==> config.mk <==
export PLATFORM = sky130hd
export DESIGN_NAME = ws2812_in
export DESIGN_NICKNAME = d
export VERILOG_FILES = /design/src/rtl/ws2812_in.sv
export SDC_FILE = /design/constraint.sdc
export NUM_CORES = 1
export LEC_CHECK = 0
export BUFFER_PORTS_ARGS = -buffer_cell sky130_fd_sc_hd__buf_2
export CAP_MARGIN = 0
export CORE_MARGIN = 2
export CORE_UTILIZATION = 40
export DETAILED_ROUTE_END_ITERATION = 8
export PLACE_DENSITY_LB_ADDON = 0.2
export SETUP_SLACK_MARGIN = 0.1
export SYNTH_ARGS = -nofsm -noshare
export SYNTH_HDL_FRONTEND = slang
export SYNTH_SLANG_ARGS = --single-unit
export TNS_END_PERCENT = 30
==> constraint.sdc <==
create_clock -name clk_in -period 3.32 [get_ports clk_in]
set_clock_uncertainty 0.2 [all_clocks]
set_input_delay 0.166 -clock clk_in [delete_from_list [all_inputs] [get_ports clk_in]]
set_output_delay 0.166 -clock clk_in [all_outputs]
set_load 0.01 [all_outputs]
==> src/rtl/ws2812_in.sv <==
// ws2812_in -- WS2812 (NeoPixel) single-wire receiver.
//
// Decodes the serial line into bytes. Each high pulse is timed; when it ends,
// the bit is '1' if the high time is at or above the slice threshold, and '0'
// otherwise. Bits are assembled MSB first. A long low period marks a frame
// reset (latch). After reset the block stays in SYNC and ignores the line
// until it has seen one full reset gap, so it never decodes a frame that it
// joined part-way through.
//
// Ports
//   clk_in          system clock
//   rst_n_in        asynchronous active-low reset
//   ws2812_data_in  asynchronous serial line
//   t_th_cnt_in     bit slice threshold, units of 2 clk_in (high >= th -> '1')
//   t_hmax_cnt_in   maximum legal high time, units of 2 clk_in
//   t_rst_cnt_in    low time that marks a frame reset, units of 2 clk_in
//   byte_vld_out    1-cycle strobe, byte_data_out valid
//   byte_data_out   last received byte, MSB = first bit on the wire
//   frame_rst_out   1-cycle strobe, frame reset detected
//   err_out         1-cycle strobe, protocol error
module ws2812_in #(
    parameter int SYNC_STAGES = 2,
    parameter int RST_W       = 16
) (
    input  logic             clk_in,
    input  logic             rst_n_in,
    input  logic             ws2812_data_in,
    input  logic [7:0]       t_th_cnt_in,
    input  logic [7:0]       t_hmax_cnt_in,
    input  logic [RST_W-1:0] t_rst_cnt_in,
    output logic             byte_vld_out,
    output logic [7:0]       byte_data_out,
    output logic             frame_rst_out,
    output logic             err_out
);

    typedef enum logic [1:0] {
        ST_SYNC = 2'd0,
        ST_IDLE = 2'd1,
        ST_HIGH = 2'd2,
        ST_LOW  = 2'd3
    } state_e;

    // Input synchronizer followed by one edge-detect flop.
    logic [SYNC_STAGES-1:0] sync_q;
    logic                   d_q;
    logic                   d, rise, fall;

    always_ff @(posedge clk_in or negedge rst_n_in) begin
        if (!rst_n_in) begin
            sync_q <= '0;
            d_q    <= 1'b0;
        end else begin
            sync_q <= {sync_q[SYNC_STAGES-2:0], ws2812_data_in};
            d_q    <= sync_q[SYNC_STAGES-1];
        end
    end

    assign d    = sync_q[SYNC_STAGES-1];
    assign rise = d & ~d_q;
    assign fall = ~d & d_q;

    state_e           state_q, state_d;
    logic [8:0]       h_cnt_q, h_cnt_d;
    logic [RST_W:0]   l_cnt_q, l_cnt_d;
    logic [6:0]       sreg_q, sreg_d;
    logic [2:0]       idx_q, idx_d;
    logic             vld_q, vld_d;
    logic [7:0]       data_q, data_d;
    logic             frst_q, frst_d;
    logic             err_q, err_d;

    // Comparisons are made on the counter without its LSB (2-clock units).
    logic [7:0]       h_units;
    logic [RST_W-1:0] l_units;
    logic             bit_v;

    assign h_units = h_cnt_q[8:1];
    assign l_units = l_cnt_q[RST_W:1];
    assign bit_v   = (h_units >= t_th_cnt_in);

    always_comb begin
        state_d = state_q;
        // Both counters run freely and saturate; they are cleared on entry
        // to the phase they measure.
        h_cnt_d = (h_cnt_q == '1) ? h_cnt_q : h_cnt_q + 9'd1;
        l_cnt_d = (l_cnt_q == '1) ? l_cnt_q : l_cnt_q + 1'b1;
        sreg_d  = sreg_q;
        idx_d   = idx_q;
        vld_d   = 1'b0;
        data_d  = data_q;
        frst_d  = 1'b0;
        err_d   = 1'b0;

        unique case (state_q)
            ST_SYNC: begin
                // Any high time restarts the search for a clean reset gap.
                if (d) begin
                    l_cnt_d = '0;
                end else if (l_units >= t_rst_cnt_in) begin
                    state_d = ST_IDLE;
                end
            end
            ST_IDLE: begin
                if (rise) begin
                    state_d = ST_HIGH;
                    h_cnt_d = '0;
                end
            end
            ST_HIGH: begin
                // An over-long high beats a fall seen in the same cycle.
                if (h_units > t_hmax_cnt_in) begin
                    err_d   = 1'b1;
                    sreg_d  = '0;
                    idx_d   = '0;
                    l_cnt_d = '0;
                    state_d = ST_SYNC;
                end else if (fall) begin
                    sreg_d  = {sreg_q[5:0], bit_v};
                    idx_d   = idx_q + 3'd1;
                    l_cnt_d = '0;
                    state_d = ST_LOW;
                    if (idx_q == 3'd7) begin
                        vld_d  = 1'b1;
                        data_d = {sreg_q, bit_v};
                    end
                end
            end
            ST_LOW: begin
                // A rise beats reaching the reset time in the same cycle.
                if (rise) begin
                    h_cnt_d = '0;
                    state_d = ST_HIGH;
                end else if (l_units >= t_rst_cnt_in) begin
                    frst_d  = 1'b1;
                    err_d   = (idx_q != 3'd0);
                    sreg_d  = '0;
                    idx_d   = '0;
                    state_d = ST_IDLE;
                end
            end
            default: state_d = ST_SYNC;
        endcase
    end

    always_ff @(posedge clk_in or negedge rst_n_in) begin
        if (!rst_n_in) begin
            state_q <= ST_SYNC;
            h_cnt_q <= '0;
            l_cnt_q <= '0;
            sreg_q  <= '0;
            idx_q   <= '0;
            vld_q   <= 1'b0;
            data_q  <= 8'h00;
            frst_q  <= 1'b0;
            err_q   <= 1'b0;
        end else begin
            state_q <= state_d;
            h_cnt_q <= h_cnt_d;
            l_cnt_q <= l_cnt_d;
            sreg_q  <= sreg_d;
            idx_q   <= idx_d;
            vld_q   <= vld_d;
            data_q  <= data_d;
            frst_q  <= frst_d;
            err_q   <= err_d;
        end
    end

    assign byte_vld_out  = vld_q;
    assign byte_data_out = data_q;
    assign frame_rst_out = frst_q;
    assign err_out       = err_q;

endmodule

# Yosys cells after proc, flatten, opt, wreduce, memory -nomap -nowiden
# Cells that the tools add are included.
word_totals:
  wordCells: 76
  ff_bits: 52
classes:
  n_reduce_logical: 7
  add_sub_neg: 3
  n_bitwise: 5
  n_lt_le_gt_ge: 3
  n_mux: 36
  n_eq_ne: 11
op_table:
  columns: ["cell", "count"]
  rows:
  - ["$mux W17", 4]
  - ["$pmux W17 S2", 1]
  - ["$mux W7", 4]
  - ["$mux W9", 3]
  - ["$add A17 B1 Y17 const B", 1]
  - ["$eq A17 B17 Y1 const B", 1]
  - ["$ge A16 B16 Y1", 1]
  - ["$pmux W7 S2", 1]
  - ["$mux W2", 6]
  - ["$mux W3", 4]
  - ["$mux W1", 10]
  - ["$add A9 B1 Y9 const B", 1]
  - ["$eq A9 B9 Y1 const B", 1]
  - ["$ge A8 B8 Y1", 1]
  - ["$gt A8 B8 Y1", 1]
  - ["$ne A2 B2 Y1 const B", 4]
  - ["$pmux W2 S4", 1]
  - ["$reduce_and A4 Y1", 2]
  - ["$pmux W3 S2", 1]
  - ["$eq A2 B2 Y1 const B", 2]
  - ["$add A3 B1 Y3 const B", 1]
  - ["$eq A3 B3 Y1 const B", 1]
  - ["$ne A3 B3 Y1 const B", 1]
  - ["$not A1 Y1", 3]
  - ["other kinds (8)", 9]

# Longest topological paths before layout
logic_depth:
  depth_word: 5
  mapped_depth: 9
  mapped_depth_nobuf: 8

# Least setup slack after synthesis
# No wires, ideal clock.
synth_path:
  kind: "reg2reg"
  start: "reg h_cnt_q[2]"
  end: "reg data_q[0] (netlist: byte_data_out[0])"
  t_arrival_ns: 1.980
  path_stages_with_launch: 8
  setup_slack_ns: 1.015
  path_buffers: 0
  synth_period_minus_slack_ns: 2.305
  cell_sequence: "dfrtp_1 -> ha_1 -> nor2b_1 -> o211ai_1 -> a21oi_1 -> o22ai_1 -> nand3_1 -> mux2_2"
synth_via:
  elab_chain_cells: 3
synth_rtl:
  columns: ["item", "line_no", "source"]
  rows:
  - ["start, declared", "64", "logic [8:0] h_cnt_q, h_cnt_d;"]
  - ["start signal, assigned", "159", "h_cnt_q <= h_cnt_d;"]
  - ["$gt A8 B8 Y1", "112", "if (h_units > t_hmax_cnt_in) begin"]
  - ["$not A1 Y1 (no source line)", null, null]
  - ["$reduce_and A4 Y1 (no source line)", null, null]
  - ["end signal, assigned", "164", "data_q <= data_d;"]
  - ["end, declared", "69", "logic [7:0] data_q, data_d;"]
# Parallel ways exist; a longest one is shown, timed or not.
# A chain may end at the register's enable or synchronous reset.

# Worst setup path after layout
layout_path:
  start: "reg h_cnt_q[2]"
  end: "reg data_q[7] (netlist: byte_data_out[7])"
layout_via:
  elab_chain_cells: 3
layout_rtl:
  columns: ["item", "line_no"]
  rows:
  - ["$gt A8 B8 Y1", "112"]
  - ["$not A1 Y1 (no source line)", null]
  - ["$reduce_and A4 Y1 (no source line)", null]
# Every way passes these cells.

==> flow_metrics.py <==
metrics = {
    "setup_path": {
        "setup.worst_path.end": "byte_data_out[7]",
        "r2r_cells": 7,
        "critPathTopFamily": "compound AO/OA/AOI/OAI gates",
        "end_kind": "flop",
        "crit_buf_inv": 0,
        "crit_fanout": 9,
        "slowest_stage": "dfrtp_1",
        "cp_num_cells": 7,
        "path_class": "flop to flop",
        "crit_arrival_ns": 2.65,
        "cp-startpoint": "h_cnt_q[2]",
        "r2r_end": "byte_data_out[7]",
        "startpoint_type": "flop",
        "crit_chain": "ha_1, nor2b_1, o211ai_1, a21oi_1, o22ai_1, nand3_1, mux2_2",
        "r2r_slack_ns": 0.66,
        "r2r-start": "h_cnt_q[2]",
        "cpPeakStageDelay_ns": 0.45,
        "required_ns": 3.31,
    },
    "power": {
        "pwr-share-clk": 0.206,
        "intPower_mw": 1.13,
        "comb_power_share": 0.310,
        "leakage_nw": 1.92,
        "switchingPower_uw": 620,
        "peakVddDrop_v": 0.000281,
        "power_frac_seq": 0.484,
        "sw_frac_of_total": 0.355,
        "p_per_area_nw_per_um2": 490,
    },
    "cells_and_area": {
        "nNetsFinal": 434,
        "stdcell_area_um2": 3560,
        "fin_util": 0.468,
        "diodes": 0,
        "area_growth_pct": 14.7,
        "layout-drive-gt1-share": 0.193,
    },
    "clock_tree": {
        "numCtsBuffers": 5,
        "cts_root_buffer": "clkbuf_8",
        "htree_num_levels": 2,
        "tritoncts": "done",
        "postCtsHoldBufs": 2,
        "cts_setup_buffers": 0,
        "clk_path_buf_depth": 2,
        "cts.sinks": 52,
        "clkTransAtPathRegs_ns": 0.10,
        "cts_resized": 0,
        "clk_latency_ns": 0.31,
    },
    "timing": {
        "fmax_ghz": 0.376,
        "finalCritPeriodShare": 0.802,
        "hold_violations": 0,
        "setup_viol": 0,
        "maxSlewHeadroom": 0.484,
        "tightest_slew_ns": 0.774,
        "drv_slew": 0,
        "period_minus_slack_ns": 2.66,
        "tns_ns": 0,
        "rsz0062_at_grt": "no",
    },
    "synthesis": {
        "ys_seq_elements": 52,
        "synth_ff_type": "dfrtp_1",
        "synth.distinct_cells": 43,
        "muxShareOfSynthArea": 0.0359,
        "syn_inst": 311,
        "synthAdderAreaFrac": 0.149,
        "yosysTopAreaCell": "dfrtp_1",
        "syn_avg_cell_area_um2": 9.99,
        "ys_seq_area_frac": 0.419,
        "yosysMostFrequentCell": "dfrtp_1",
        "async_flop_share": 1.00,
        "syn-num-nets": 383,
        "synth_simple_gate_area_share": 0.161,
        "synth-compound-area-share": 0.127,
        "synth_edf_count": 0,
        "netlist_area_um2": 3110,
        "synth_xor_area_frac": 0.0564,
        "synth_area_leaders": "dfrtp_1 (42%), ha_1 (15%), inv_1 (4.6%)",
        "synth_top_family_by_area": "simple AND/OR/NAND/NOR gates",
        "synth_top_area_frac": 0.419,
        "yosys-top-cells-count": "dfrtp_1 (52), inv_1 (38), ha_1 (37)",
        "yosysWarnings": 0,
    },
    "global_route": {
        "grt_pass1_vias": 2388,
        "grt_pass1_wl_um": 10400,
        "grt.total_usage": 0.149,
        "grt_max_degree": 36,
        "overflow": 0,
        "antenna_found_initial": 0,
    },
    "floorplan": {
        "rows": 32,
        "io_pins": 46,
        "chipHeight_um": 92.1,
        "die_w_um": 92.1,
        "core_um2": 7610,
        "dieArea_um2": 8480,
        "start_util": 0.408,
    },
    "detailed_routing": {
        "wire_per_inst_um": 12.2,
        "ant_nets": 0,
        "first_iter_violations": 69,
        "wirelength_um": 5700,
        "drc": 0,
        "drt_first_pass_iters": 4,
        "vias": 2297,
        "via_per_inst": 4.94,
    },
    "place": {
        "dpl_cell_area_um2": 3450,
        "port_buffers": 45,
        "detailed_place_hpwl_um": 4460,
        "globalplace.congestion": 0.762,
    },
    "outcome": {
        "outcome": "finished clean",
    },
    "hold_path": {
        "holdPathStages": 0,
        "hold_start": "sync_q[0]",
        "hp-class": "flop to flop",
    },
    "run": {
        "cap_violations": 0,
    },
}
## through the flow
step | std cells | total power, mW | worst slack, ns | hold WS [ns]
3_3_place_gp | 455 | 1.38 | 0.655 | 0.0746
2_1_floorplan | 311 | 1.25 | 1.02 | -0.330
5_1_grt | 465 | 1.89 | 0.437 | 0.176
6_report | 465 | 1.75 | 0.657 | 0.162
4_1_cts | 465 | 1.77 | 0.602 | 0.167
3_5_place_dp | 455 | 1.40 | 0.600 | 0.0765
## state kept, by name (all words and copies together), names as in the netlist, 2 cells and up
name and count:
sreg_q 7, byte_data_out 8, state_q 2, l_cnt_q 17, sync_q 2, h_cnt_q 9
idx_q 3
## layer usage
| layer | global-route usage | routed length, µm | vias to the layer above |
|---|---|---|---|
| li1 | - | - | 1192 |
| met1 | 0.190 | 2710 | 1063 |
| met2 | 0.263 | 2750 | 37 |
| met3 | 0.0312 | 193 | 5 |
| met4 | 0.0299 | 38 | 0 |
| met5 | 0 | 0 | - |
## how the worst min path moves through the flow
| stage | end | slack [ns] |
|---|---|---|
| 6_report | sync_q[1] | 0.16 |
| 5_1_grt | sync_q[1] | 0.18 |
| 4_1_cts | sync_q[1] | 0.17 |
| 3_5_place_dp | sync_q[0] | 0.08 |
| 3_3_place_gp | sync_q[0] | 0.07 |
| 2_1_floorplan | byte_data_out[0] | -0.33 |
## area by class of cell
class	count	area [µm²]
repair buffers	49	260
inverters	38	143
clock buffers	5	68.8
clock inverters	3	21.3
multi-input cells	216	1640
fillers	765	4040
well taps	102	128
flip-flops and latches	52	1300
## cell families (layout without fill, tap and decap cells)
logic type	count (synthesis)	in the layout
AO/OA/AOI/OAI	50	50
multiplexers	10	10
buffers and inverters	43	95
adder cells (fa/ha/maj)	37	37
flip-flops	52	52
XOR/XNOR	20	20
AND/OR/NAND/NOR	99	99
## power groups by stage
stage               Sequential, mW  Clock (mW)  Combinational (mW)
detailed placement           0.856           0               0.545
floorplan                    0.807           0               0.443
CTS                          0.844       0.375               0.551
global placement             0.853           0               0.531
global route                 0.863       0.400               0.630
finish                       0.845       0.360               0.542
## placed cells by master (no fill, tap or decap), types with 3 or more instances in the layout
cell type,count
dfrtp_1,52
nor3_1,3
buf_2,45
a22o_1,9
nand2_1,18
nand3_1,15
nand4_1,10
mux2_2,8
and3_1,8
o21ai_0,4
xor2_1,13
xnor2_1,7
nor2b_1,3
inv_1,38
a21oi_1,15
clkbuf_8,5
ha_1,37
nor2_1,32
## worst reg2reg max path, delay by kind of cell (launching register included)
kind	cells	cell delay [ns]
flip-flops	1	0.45
multiplexers	1	0.40
AND/OR/NAND/NOR	2	0.57
adder cells (fa/ha/maj)	1	0.31
AO/OA/AOI/OAI	3	0.62
(Power assumes the default switching activity.)
